===== src/rtl/dmem_arbiter.sv =====
// Data-memory front end: round-robin arbitration of the shared scalar/vector
// access path, per-access range checking with a sticky first-fault record,
// and the framebuffer scan-out sequencer on the memory's VGA read port.
module dmem_arbiter #(
  parameter int unsigned MEM_BYTES = 651,
  parameter int unsigned VGA_BASE  = 0,
  parameter int unsigned VGA_LEN   = 400
) (
  input  logic        clk,
  input  logic        reset,
  input  logic        s_req,
  input  logic        s_we,
  input  logic [31:0] s_addr,
  input  logic [31:0] s_wdata,
  output logic        s_gnt,
  output logic [31:0] s_rdata,
  input  logic        v_req,
  input  logic        v_we,
  input  logic [31:0] v_addr  [0:3],
  input  logic [31:0] v_wdata [0:3],
  output logic        v_gnt,
  output logic [31:0] v_rdata [0:3],
  output logic        m_we,
  output logic [31:0] m_a,
  output logic [31:0] m_wd,
  output logic        m_wev,
  output logic [31:0] m_va    [0:3],
  output logic [31:0] m_wdv   [0:3],
  output logic [31:0] m_avga,
  input  logic [31:0] m_rd,
  input  logic [31:0] m_rdv   [0:3],
  input  logic [31:0] m_rdvga,
  input  logic        vga_en,
  input  logic        vga_ready,
  output logic        vga_valid,
  output logic [7:0]  vga_pixel,
  output logic        frame_done,
  output logic        err,
  output logic [31:0] err_addr
);

  localparam logic [31:0] MEM_LIMIT = 32'(MEM_BYTES);
  localparam logic [31:0] PIX_BASE  = 32'(VGA_BASE);
  localparam logic [31:0] PIX_LAST  = 32'(VGA_LEN - 1);

  typedef enum logic {GNT_SCALAR, GNT_VECTOR} grant_t;
  typedef enum logic [1:0] {VGA_IDLE, VGA_LOAD, VGA_SHOW} vga_state_t;

  grant_t      last_grant_reg;
  vga_state_t  vga_state_reg;
  logic [31:0] cnt_reg;

  logic        s_pick;
  logic        v_pick;
  logic        s_ok;
  logic [3:0]  v_ok;
  logic        fault_hit;
  logic [31:0] fault_addr;

  // Only the low byte of the VGA read word carries the pixel.
  logic unused_vga_hi;
  assign unused_vga_hi = ^m_rdvga[31:8];

  // Round-robin pick: on contention the side that did not win last time wins.
  always_comb begin
    s_pick = s_req & (~v_req | (last_grant_reg == GNT_VECTOR));
    v_pick = v_req & ~s_pick;
  end

  // Reset masks both grants so nothing reaches memory in a reset cycle.
  assign s_gnt = s_pick & ~reset;
  assign v_gnt = v_pick & ~reset;

  assign s_ok    = (s_addr < MEM_LIMIT);
  assign m_a     = s_addr;
  assign m_wd    = s_wdata;
  assign m_we    = s_gnt & s_we & s_ok;
  assign s_rdata = (s_gnt & s_ok) ? m_rd : 32'd0;

  genvar gi;
  generate
    for (gi = 0; gi < 4; gi++) begin : g_lane
      assign v_ok[gi]    = (v_addr[gi] < MEM_LIMIT);
      assign m_va[gi]    = v_addr[gi];
      assign m_wdv[gi]   = v_wdata[gi];
      assign v_rdata[gi] = (v_gnt & v_ok[gi]) ? m_rdv[gi] : 32'd0;
    end
  endgenerate

  // A single faulting lane cancels the whole vector write.
  assign m_wev = v_gnt & v_we & (&v_ok);

  // Locate this cycle's fault; descending scan leaves the lowest faulting lane.
  always_comb begin
    fault_hit  = 1'b0;
    fault_addr = 32'd0;
    if (s_gnt && !s_ok) begin
      fault_hit  = 1'b1;
      fault_addr = s_addr;
    end
    if (v_gnt) begin
      for (int i = 3; i >= 0; i--) begin
        if (!v_ok[i]) begin
          fault_hit  = 1'b1;
          fault_addr = v_addr[i];
        end
      end
    end
  end

  // Remember which side was served last; scalar wins the first contention.
  always_ff @(posedge clk) begin
    if (reset) begin
      last_grant_reg <= GNT_VECTOR;
    end else if (s_gnt) begin
      last_grant_reg <= GNT_SCALAR;
    end else if (v_gnt) begin
      last_grant_reg <= GNT_VECTOR;
    end
  end

  // Sticky fault flag; only the first offending address is kept.
  always_ff @(posedge clk) begin
    if (reset) begin
      err      <= 1'b0;
      err_addr <= 32'd0;
    end else if (fault_hit && !err) begin
      err      <= 1'b1;
      err_addr <= fault_addr;
    end
  end

  assign m_avga = PIX_BASE + cnt_reg;

  // Scan-out sequencer: fetch a pixel in LOAD, present it in SHOW until taken.
  always_ff @(posedge clk) begin
    if (reset) begin
      vga_state_reg <= VGA_IDLE;
      cnt_reg       <= 32'd0;
      vga_valid     <= 1'b0;
      vga_pixel     <= 8'd0;
      frame_done    <= 1'b0;
    end else begin
      frame_done <= 1'b0;
      case (vga_state_reg)
        VGA_IDLE: begin
          vga_valid <= 1'b0;
          if (vga_en) begin
            vga_state_reg <= VGA_LOAD;
          end
        end
        VGA_LOAD: begin
          vga_pixel <= m_rdvga[7:0];
          if (!vga_en) begin
            vga_state_reg <= VGA_IDLE;
            cnt_reg       <= 32'd0;
          end else begin
            vga_state_reg <= VGA_SHOW;
            vga_valid     <= 1'b1;
          end
        end
        VGA_SHOW: begin
          if (vga_ready) begin
            vga_valid <= 1'b0;
            if (cnt_reg == PIX_LAST) begin
              cnt_reg    <= 32'd0;
              frame_done <= 1'b1;
            end else begin
              cnt_reg <= cnt_reg + 32'd1;
            end
            if (vga_en) begin
              vga_state_reg <= VGA_LOAD;
            end else begin
              vga_state_reg <= VGA_IDLE;
              cnt_reg       <= 32'd0;
            end
          end
        end
        default: begin
          vga_state_reg <= VGA_IDLE;
          vga_valid     <= 1'b0;
        end
      endcase
    end
  end

endmodule

===== config.mk =====
export PLATFORM = sky130hd
export DESIGN_NAME = dmem_arbiter
export DESIGN_NICKNAME = d
export VERILOG_FILES = /design/src/rtl/dmem_arbiter.sv
export SDC_FILE = /design/constraint.sdc
export NUM_CORES = 1
export LEC_CHECK = 0
export CAP_MARGIN = 30
export CORE_AREA = 2 2 423 425
export DETAILED_ROUTE_END_ITERATION = 10
export DIE_AREA = 0 0 425 427
export PLACE_DENSITY = 0.31
export RECOVER_POWER = 25
export SLEW_MARGIN = 5
export SYNTH_ARGS = -nofsm -noshare
export SYNTH_HDL_FRONTEND = slang
export SYNTH_SLANG_ARGS = --single-unit

===== constraint.sdc =====
create_clock -name clk -period 6.7 [get_ports clk]
set_input_delay 0.67 -clock clk [delete_from_list [all_inputs] [get_ports clk]]
set_output_delay 0.67 -clock clk [all_outputs]
set_load 0.005 [all_outputs]

[After elaboration in Yosys (flattened, before gate mapping)]
Index checks and enable logic that the tools add are counted.
Word-level totals
  flip-flop bits (word level): 78
  input bits: 520
  output and inout port bits: 559
  logic and storage cells: 85
Cells by class
  add/subtract/negate cells: 1
  order comparisons: 5
  equal/unequal tests: 7
  multiplexer cells: 33
  bitwise logic cells: 19
  reductions and logical operators: 12
Operator list (count)
  32-bit 2-to-1 mux: 15
  32-bit by 10-bit < comparator with 1-bit output (second input constant): 5
  32-bit case mux with 2 select lines: 1
  32-bit by 1-bit adder with 32-bit output (second input constant): 1
  32-bit by 9-bit == test with 1-bit output (second input constant): 1
  1-bit bitwise AND: 13
  1-bit 2-to-1 mux: 12
  2-bit != test (second input constant): 4
  2-bit 2-to-1 mux: 3
  2-bit case mux with 3 select lines: 1
  1-bit NOT: 5
  2-bit AND reduction: 2
  4-bit AND reduction: 1
  2-bit nonzero test: 2
  3-bit AND reduction: 1
  3-bit OR reduction: 1
  2-bit by 1-bit == test with 1-bit output (second input constant): 1
  2-bit == test (second input constant): 1
  1-bit logical AND: 2
  1-bit logical NOT: 2
  2-bit logical NOT: 1
  1-bit case mux with 2 select lines: 1
  1-bit bitwise OR: 1

[Logic depth before layout (Yosys ltp)]
Gate-level depths: netlist of the first run.
  depth in word-level cells: 12
  mapped depth: 9
  gate-level depth less buffers: 8

[Least setup slack after synthesis of the first run]
Ideal clock, no wire load.
  path type: input port to output port
  start point: input port v_addr[121] in the netlist's numbering
  end point: output port v_rdata[100] in the netlist's numbering
  arrival time: 2.639 ns
  required time: 6.030 ns
  setup slack: 3.391 ns
  cell stages on the path: 7
  path buffers: 3
  path through: or4_1 a2111oi_2 o311a_1 buf_2 clkbuf_1 clkbuf_1 and3_1
RTL lines
  start: declaration: line 19  | input logic [31:0] v_addr [0:3],
  end: declaration: line 22  | output logic [31:0] v_rdata [0:3],

==> results of run 1 <==
==> metrics by stage <==
step	instances	instance area, sq um	util
after floorplan	1142	8380	-
after global placement	3881	16400	0.0923
after detailed placement	3882	16400	0.0924
after CTS	3898	16700	0.0941
after global routing	3900	16700	0.0941
final	3910	16700	0.0942
==> cell type report <==
class	instances	share of cell area
Antenna cell	12	0.00180
Timing Repair Buffer	771	0.457
Clock buffer	9	0.0135
Multi-Input combinational cell	646	0.246
Inverter	32	0.00719
Tap cell	2355	0.176
Sequential cell	78	0.0935
Clock inverter	7	0.00442
==> cell families after synthesis <==
family	after synthesis	synth area share
flip-flops	78	0.186
XOR/XNOR	31	0.0324
adder cells (fa/ha/maj)	1	0.00149
buffers and inverters	418	0.335
AND/OR/NAND/NOR	458	0.304
AO/OA/AOI/OAI	156	0.141
==> cell usage after synthesis (27+ instances only) <==
cell,number
nand3_1,39
buf_4,321
clkbuf_1,51
inv_1,31
nor3_1,32
and3_1,104
nand2_1,53
a211oi_1,27
nor2_1,81
dfxtp_1,78
and2_1,67
nor4_1,29
==> worst max-delay path by stage <==
stage                            from            to  slack, ns
after floorplan           v_addr[121]  v_rdata[100]       3.39
after global placement     v_addr[22]   v_rdata[10]       1.29
after detailed placement   v_addr[22]   v_rdata[10]       1.29
after CTS                  v_addr[22]   v_rdata[10]       1.27
after global routing            reset   s_rdata[23]       1.07
final                      v_addr[22]    v_rdata[8]       1.27
==> where the power goes <==
part           internal [uW]  switching (uW)  total [uW]
Clock                    264             263         527
Sequential               487            16.1         503
Combinational            335             295         630
==> critical path: cells and delay by family <==
family / cells / cell delay [ns]
buffers and inverters: 3 / 1.58
AO/OA/AOI/OAI: 2 / 0.60
AND/OR/NAND/NOR: 3 / 1.88
==> layer usage <==
layer / routed length [um] / global-route usage / part of all wire / vias up
li1: - / - / - / 4457
met1: 37700 / 0.116 / 0.33 / 4987
met2: 54600 / 0.195 / 0.48 / 735
met3: 19400 / 0.0984 / 0.17 / 149
met4: 2110 / 0.0248 / 0.018 / 60
met5: 608 / 0.0108 / 0.0053 / -
==> summary.md, run 1 <==
| Metric | Value |
|---|---|
| Status | `finished, violations left` |
| Violated checks | `capacitance limit, slew limit` |
| CP cell instances | `clkdlybuf4s50_1 > or4_1 > a2111oi_4 > o311ai_4 > buf_4 > nor2_2 > and2_1 > clkdlybuf4s50_1` |
| Worst Hold Class | `flip-flop to flip-flop` |
| Top_reg_cell synth | `dfxtp_1` |
| Reg clk slew, reported paths | `0.07 ns` |
| Clock Tree Buf Depth | `2` |
| Layout Nets | `2059` |
| Die extent in x | `425 um` |
| Largest net degree at the start of global routing | `61` |
| Hpwl dp | `103 mm` |
| Setup WS pre-CTS | `roughly 1.3 ns` |
| Vias in the first global route | `9912` |
| Initial antenna violation count | `between 60 and 70` |
| Hold Path Stages | `2` |
| Commonest non-fill, non-tap cell in the layout | `clkdlybuf4s50_1` |
| Final TNS setup | `0 ns` |
| Clk Latency, worst-skew pair | `0.39 ns` |
| Mean Syn Cell Area | `7.34 sq um` |
| GRT Residual Overflow | `0` |
| Root buffer cell | `clkbuf_16` |
| Worst R2R Start | `last_grant_reg` |
| Reg2reg path depth | `10` |
| Power Density | `just under 100 mW/mm^2` |
| Measured slew at the worst slew-check pin | `approximately 3.4 ns` |
| Hold-fix buffers, CTS | `0` |
| Die Area | `0.181 sq mm` |
| Fin. Hold Viols | `0` |
| Critical path type | `primary input to output pin` |
| Endpoints failing setup | `0` |
| Gr usage total | `0.120` |
| # fillers | `between 20k and 25k` |
| Fraction of registers with async set/reset | `0` |
| Critical path's slowest cell | `nor2_2` |
| Starting Density | `0.0473` |
| Hold Crit Endpoint | `vga_pixel[5]` |
| Reg-to-reg slack, setup | `3.33 ns` |
| Routed wire length per instance | `just under 30 um` |
| Fin Hold WS | `0.454 ns` |
| Clock Skew | `about 0.016 ns` |
| Final wirelength | `~110 mm` |
| Share of the synthesized area in the top cell type | `0.288` |
| Crit path max fanout | `28` |
| Core box area | `0.177 sq mm` |
| Post-CTS sizing | `0` |
| HP Start | `vga_pixel[5]` |
| Die Y | `427 um` |
| Worst setup margin | `around 1.3 ns` |
| Power Total | `~1700 uW` |
| Syn Inst Count | `1142` |
| Largest stage delay, worst path | `0.83 ns` |
| Residual DRC count | `0` |
| Register bit total from synthesis | `between 70 and 80` |
| Port bufs | `734` |
| CTS sink count | `78` |
| Worst rel slew slack | `-1.23` |
| Via count | `10.4k` |
| Final ANT Viol Nets | `0` |
| Yosys warning count | `0` |
| First-pass GRT wire length | `135 mm` |
| Total CTS buffers | `9` |
| H-Tree Depth | `3` |
| Critical Path Sink Type | `output pin` |
| FF/Latch Area | `0.00156 sq mm` |
| Share of post-route cells with drive strength above 1 | `0.0596` |
| Arr. time, crit path | `4.76 ns` |
| Routability cong. | `0.850` |
| Fmax | `roughly 180 MHz` |
| Post-CTS Setup Bufs | `0` |
| Crit Reg-Reg Endpoint | `err_addr[0]` |
| Dominant cells by area after synthesis | `buf_4, dfxtp_1, and3_1` |
| Cell mode on critical path | `clkdlybuf4s50_1` |
| Worst Setup Start Kind | `primary input` |
| Slew Limit Fails | `49` |
| Synthesized net count | `1663` |
| CTS tree | `yes` |
| P_leak | `0.00537 uW` |
| Post-Syn Area | `roughly 0.0084 sq mm` |
| Initial DRT Pass Iterations | `5` |
| Crit path time final | `between 5 and 6 ns` |
| Synth area leader | `buf_4` |
| Multi-input combinational cell area | `between 0.004 and 0.005 sq mm` |
| Post-synth EDFFs | `0` |
| Vias per cell | `2.66` |
| Max-cap viol count | `1` |
| Most frequent cells in the layout | `clkdlybuf4s50_1, and3_1, nor2_1` |
| WP data required | `just over 6 ns` |
| Row cnt | `about 160` |
| Synth unique cells | `53` |
| Max rail drop VDD | `around 0.13 mV` |
| Io pins | `1079` |
| Sequential-to-total area share from yosys stat | `0.186` |
| RSZ-0062 raised after global routing | `false` |
| Initial DRC Count | `852` |
| Period utilization | `0.811` |
| Area delta synth->final | `99.3%` |
(Power assumes the default switching activity.)
==> inputs of run 2 (changes only) <==
--- a/config.mk
+++ b/config.mk
@@ -6,10 +6,10 @@
 export NUM_CORES = 1
 export LEC_CHECK = 0
 export CAP_MARGIN = 30
-export CORE_AREA = 2 2 423 425
+export CORE_AREA = 2 2 418 420
 export DETAILED_ROUTE_END_ITERATION = 10
-export DIE_AREA = 0 0 425 427
-export PLACE_DENSITY = 0.31
+export DIE_AREA = 0 0 420 422
+export PLACE_DENSITY = 0.32
 export RECOVER_POWER = 25
 export SLEW_MARGIN = 5
 export SYNTH_ARGS = -nofsm -noshare
==> constraint.sdc (replaced) <==
create_clock -name clk -period 4.69 [get_ports clk]
set_input_delay 0.469 -clock clk [delete_from_list [all_inputs] [get_ports clk]]
set_output_delay 0.469 -clock clk [all_outputs]
set_load 0.005 [all_outputs]
==> run 2 against run 1 <==
The run now ends clean. Clock skew fell by 0.0019 ns. Design area rose by 3.2%. Hold slack got worse by 0.00085 ns. Critical path depth unchanged. Register-to-register slack worse by 1.5 ns. Core utilization is 0.55 points higher. Total power rose by 47%. Critical endpoint is now v_rdata[27].
==> summary.md, run 2 (synthesis gave the netlist of run 1 again) <==
| Metric | Value |
|---|---|
| Worst Setup Start Kind | `primary input` |
| Period utilization | `0.929` |
| Clock Skew | `0.0136 ns` |
| Critical path type | `primary input to output pin` |
| Reg clk slew, reported paths | `0.06 ns` |
| Top delay family on crit path | `buffers and inverters` |
| Worst rel slew slack | `0.377` |
| Gr usage total | `0.129` |
| Root buffer cell | `clkbuf_16` |
| Die Y | `422 um` |
| Clock Tree Buf Depth | `2` |
| Most frequent cells in the layout | `clkdlybuf4s50_1, and3_1, nor2_1` |
| CP Buf/Inv Count | `3` |
| GRT Residual Overflow | `0` |
| Die Area | `0.177 sq mm` |
| H-Tree Depth | `3` |
| Layout Nets | `2088` |
| Status | `finished clean` |
| CTS tree | `yes` |
| Initial antenna violation count | `71` |
| Io pins | `1079` |
| Power Total | `2450 uW` |
| Total CTS buffers | `9` |
| Largest stage delay, worst path | `a little under 0.7 ns` |
| Reg-to-reg slack, setup | `about 1.9 ns` |
| Max-cap viol count | `0` |
| RSZ-0062 raised after global routing | `false` |
| Endpoints failing setup | `0` |
| Area delta synth->final | `106%` |
| Final wirelength | `119 mm` |
| Post-route core utilization | `0.0997` |
| Hold-fix buffers, CTS | `0` |
| Post-CTS sizing | `0` |
| WP data required | `4.22 ns` |
| CP cell instances | `clkdlybuf4s50_1 > or4_1 > a2111oi_4 > o311ai_4 > nor2_2 > buf_4 > and2_1 > clkdlybuf4s50_1` |
| Row cnt | `between 150 and 200` |
| Power Density | `about 140 mW/mm^2` |
| Die extent in x | `420 um` |
| Post-Layout Cell Count | `between 3k and 4k` |
| Initial DRT Pass Iterations | `5` |
| Residual DRC count | `0` |
| Largest net degree at the start of global routing | `67` |
| Fin. Hold Viols | `0` |
| Slew Limit Fails | `0` |
| Final TNS setup | `0 ns` |
| Port bufs | `734` |
| Routed wire length per instance | `30.2 um` |
| Fmax | `230 MHz` |
| Critical Path Sink Type | `output pin` |
| Routability cong. | `~0.86` |
| Commonest non-fill, non-tap cell in the layout | `clkdlybuf4s50_1` |
| Via count | `10.4k` |
| Starting Density | `0.0485` |
| Crit path time final | `4.36 ns` |
| Clk Latency, worst-skew pair | `0.39 ns` |
| Core box area | `0.173 sq mm` |
| P_leak | `0.00565 uW` |
| Post-CTS Setup Bufs | `0` |
| Worst Hold Class | `flip-flop to flip-flop` |
| Max rail drop VDD | `0.196 mV` |
| Final ANT Viol Nets | `0` |
| Hpwl dp | `107 mm` |
| Measured slew at the worst slew-check pin | `approximately 0.9 ns` |
| Vias in the first global route | `10.3k` |
| Initial DRC Count | `about 730` |
| Arr. time, crit path | `3.89 ns` |
| Cell mode on critical path | `clkdlybuf4s50_1` |
| First-pass GRT wire length | `around 140 mm` |
| Share of post-route cells with drive strength above 1 | `0.0948` |
| Vias per cell | `between 2 and 3` |
| Crit path max fanout | `33` |
| CTS sink count | `78` |
| Critical path's slowest cell | `or4_1` |
| Placed Cells | `3881` |
-- run 2: cell types whose count changed in the layout (fill, tap and decap cells not counted), moves of 2 or more --
cell	delta
a2111oi_2	+2
buf_12	+31
buf_4	+28
clkbuf_8	+2
clkdlybuf4s50_1	-28
diode_2	+15
inv_6	-3
inv_8	-2
-- run 2: power breakdown --
part           total [uW]  switching [uW]  internal (uW)  leakage, uW
sequential            718            22.4            695     0.000636
clock                 801             357            444     0.000149
combinational         927             438            489      0.00487
-- run 2: layout make-up --
| cell class | count | area, sq um |
|---|---|---|
| fillers | 20100 | 156000 |
| inverters | 32 | 120 |
| diodes | 27 | 67.6 |
| repair buffers | 800 | 8170 |
| multi-input cells | 646 | 4090 |
| clock buffers | 12 | 256 |
| clock inverters | 4 | 55.1 |
| well taps | 2325 | 2910 |
| flip-flops and latches | 78 | 1560 |
-- run 2: final timing paths --
path | start | to | cells after the start
max reg2reg | last_grant_reg | err_addr[7] | 10
max | v_addr[22] | v_rdata[27] | 8
min reg2reg | vga_pixel[4] | vga_pixel[4] | 2
min | vga_pixel[4] | vga_pixel[4] | 2
-- run 2: metal layers --
metal  up-vias  routed length [um]  GRT usage
met5         -                 391    0.00629
met2       739               58600      0.223
met3       145               16500     0.0816
met4        40                1950     0.0209
li1       4525                   -          -
met1      4966               41000      0.133
-- run 2: worst reg2reg max path, stage by stage, from the launching register on --
cell and delay, ns:
dfxtp_1 0.32, nand2_1 0.07, nand3b_1 0.39, buf_4 0.33
a2111oi_2 0.32, buf_4 0.35, nand2_1 0.18, a21oi_1 0.30
buf_4 0.22, a2111oi_0 0.09, nor3_1 0.18
-- run 2: stage by stage --
stage / setup WS, ns / instance area, sq um / hold WS, ns
2_1_floorplan: 1.78 / 8380 / 0.453
3_5_place_dp: 0.228 / 16800 / 0.447
4_1_cts: 0.217 / 17200 / 0.456
5_1_grt: 0.174 / 17200 / 0.476
6_report: 0.335 / 17200 / 0.453
3_3_place_gp: 0.219 / 16800 / 0.450
==> inputs of run 3 (changes only) <==
--- a/config.mk
+++ b/config.mk
@@ -11,6 +11,7 @@
 export DIE_AREA = 0 0 420 422
 export PLACE_DENSITY = 0.32
 export RECOVER_POWER = 25
+export SETUP_SLACK_MARGIN = 0.2
 export SLEW_MARGIN = 5
 export SYNTH_ARGS = -nofsm -noshare
 export SYNTH_HDL_FRONTEND = slang
==> run 3 against run 2 <==
Critical path depth is the same. Global-route usage stayed put. Sequential power is essentially flat. Die area stayed put. Combinational power about the same. Via count up 0.30%. Count of clock-buffer cells in the layout stayed put.
==> summary.md, run 3 (synthesis gave the netlist of run 1 again) <==
| Metric | Value |
|---|---|
| Status | `finished clean` |
| Initial DRC Count | `around 790` |
| Routed wire length per instance | `30.2 um` |
| CTS tree | `yes` |
| Most frequent cells in the layout | `clkdlybuf4s50_1, and3_1, nor2_1` |
| Cell mode on critical path | `clkdlybuf4s50_1` |
| CTS sink count | `78` |
| # fillers | `between 20k and 25k` |
| Reg clk slew, reported paths | `roughly 0.060 ns` |
| Initial antenna violation count | `71` |
| Root buffer cell | `clkbuf_16` |
| Layout Nets | `2088` |
| Port bufs | `734` |
| Reg2reg path depth | `10` |
| Total CTS buffers | `9` |
| Max rail drop VDD | `just under 0.2 mV` |
| Critical path type | `primary input to output pin` |
| First-pass GRT wire length | `roughly 140 mm` |
| Worst Setup Start Kind | `primary input` |
| Endpoints failing setup | `0` |
| Hold Crit Endpoint | `vga_pixel[4]` |
| Die Y | `between 400 and 500 um` |
| Launch point of the worst path | `v_addr[63]` |
| Worst R2R Start | `last_grant_reg` |
| WP data required | `4.22 ns` |
| H-Tree Depth | `3` |
| Crit Reg-Reg Endpoint | `err_addr[7]` |
| Multi-input combinational cell area | `0.00409 sq mm` |
| Via count | `10.4k` |
| Fmax | `233 MHz` |
| Io pins | `1079` |
| Hold Path Stages | `2` |
| Fin area | `~0.017 sq mm` |
| Max-cap viol count | `0` |
| Largest stage delay, worst path | `0.78 ns` |
| Area delta synth->final | `106%` |
| Arr. time, crit path | `3.83 ns` |
| Clock Skew | `0.0136 ns` |
| Measured slew at the worst slew-check pin | `~0.87 ns` |
| P_leak | `0.00565 uW` |
| Worst Hold Class | `flip-flop to flip-flop` |
| Commonest non-fill, non-tap cell in the layout | `clkdlybuf4s50_1` |
| Residual DRC count | `0` |
| Die Area | `0.177 sq mm` |
| Hpwl dp | `107 mm` |
| Share of post-route cells with drive strength above 1 | `0.0948` |
| Final ANT Viol Nets | `0` |
| RSZ-0062 raised after global routing | `false` |
| CP cell instances | `clkdlybuf4s50_1 > nor4_1 > nand4_1 > buf_4 > a211oi_4 > buf_12 > and3_1 > clkdlybuf4s50_1` |
| HP Start | `vga_pixel[4]` |
| Vias per cell | `2.66` |
| Critical path's slowest cell | `nor4_1` |
| Clock Tree Buf Depth | `2` |
| Die extent in x | `420 um` |
| Critical Path Sink Type | `output pin` |
| Row cnt | `153` |
| Initial DRT Pass Iterations | `5` |
| Final wirelength | `119 mm` |
| Worst rel slew slack | `0.418` |
| Power Density | `142 mW/mm^2` |
| Core box area | `0.173 sq mm` |
| Crit path time final | `about 4.3 ns` |
| Clk Latency, worst-skew pair | `between 0.3 and 0.4 ns` |
| DP Area | `0.0168 sq mm` |
| Vias in the first global route | `10.3k` |
| Largest net degree at the start of global routing | `67` |
| FF/Latch Area | `0.00156 sq mm` |
| Fin Hold WS | `0.453 ns` |
| Starting Density | `0.0485` |
| Final TNS setup | `0 ns` |
| Gr usage total | `0.129` |
| GRT Residual Overflow | `0` |
| Post-CTS sizing | `0` |
| Crit path max fanout | `55` |
| Fin. Hold Viols | `0` |
| Reg-to-reg slack, setup | `1.87 ns` |
| Routability cong. | `0.864` |
| Period utilization | `0.916` |
| Slew Limit Fails | `0` |
[run 3: cell counts in the layout (fill, tap and decap cells not counted)]
No cell type changed its count.
[run 3: worst max-delay path by stage]
stage	to	slack, ns	cells past startpoint
after CTS	v_rdata[27]	0.22	8
final	v_rdata[37]	0.40	8
after floorplan	v_rdata[100]	1.78	7
after detailed placement	v_rdata[27]	0.23	8
after global routing	v_rdata[95]	0.28	9
after global placement	v_rdata[17]	0.22	8
[run 3: per-layer routing]
| layer | share of wire | vias up | global-route usage |
|---|---|---|---|
| met1 | 0.35 | 5004 | 0.133 |
| met3 | 0.14 | 145 | 0.0816 |
| met4 | 0.017 | 40 | 0.0209 |
| li1 | - | 4526 | - |
| met2 | 0.49 | 731 | 0.223 |
| met5 | 0.0033 | - | 0.00629 |
[run 3: cell type report]
cell class                      instances  area share
Antenna cell                           27     0.00392
Clock buffer                           12      0.0149
Tap cell                             2325       0.169
Inverter                               32     0.00697
Sequential cell                        78      0.0906
Timing Repair Buffer                  800       0.474
Clock inverter                          4     0.00320
Multi-Input combinational cell        646       0.237
[run 3: through the flow]
| step | instances | total power [uW] | utilization | setup WS (ns) |
|---|---|---|---|---|
| 3_3_place_gp | 3881 | 1680 | 0.0975 | 0.219 |
| 2_1_floorplan | 1142 | 1090 | - | 1.78 |
| 4_1_cts | 3897 | 2540 | 0.0993 | 0.217 |
| 5_1_grt | 3904 | 2570 | 0.0994 | 0.277 |
| 6_report | 3924 | 2450 | 0.0997 | 0.396 |
| 3_5_place_dp | 3881 | 1680 | 0.0975 | 0.228 |
[run 3: report_power, final]
group | internal (uW) | switching [uW] | total, uW
registers | 695 | 22.5 | 718
logic | 489 | 439 | 928
clock network | 444 | 357 | 801
[run 3: worst max-delay path: cells and delay by family]
kind / cells / cell delay [ns]
AOI/OAI and AO/OA: 1 / 0.34
buffers and inverters: 4 / 1.64
and+or+nand+nor: 3 / 1.27
[run 3: repair_timing]
item	4_1_cts	5_1_grt
hold buffers	0	0
endpoints found under the hold margin	0	0
setup endpoints to repair	0	13
buffers inserted	0	0
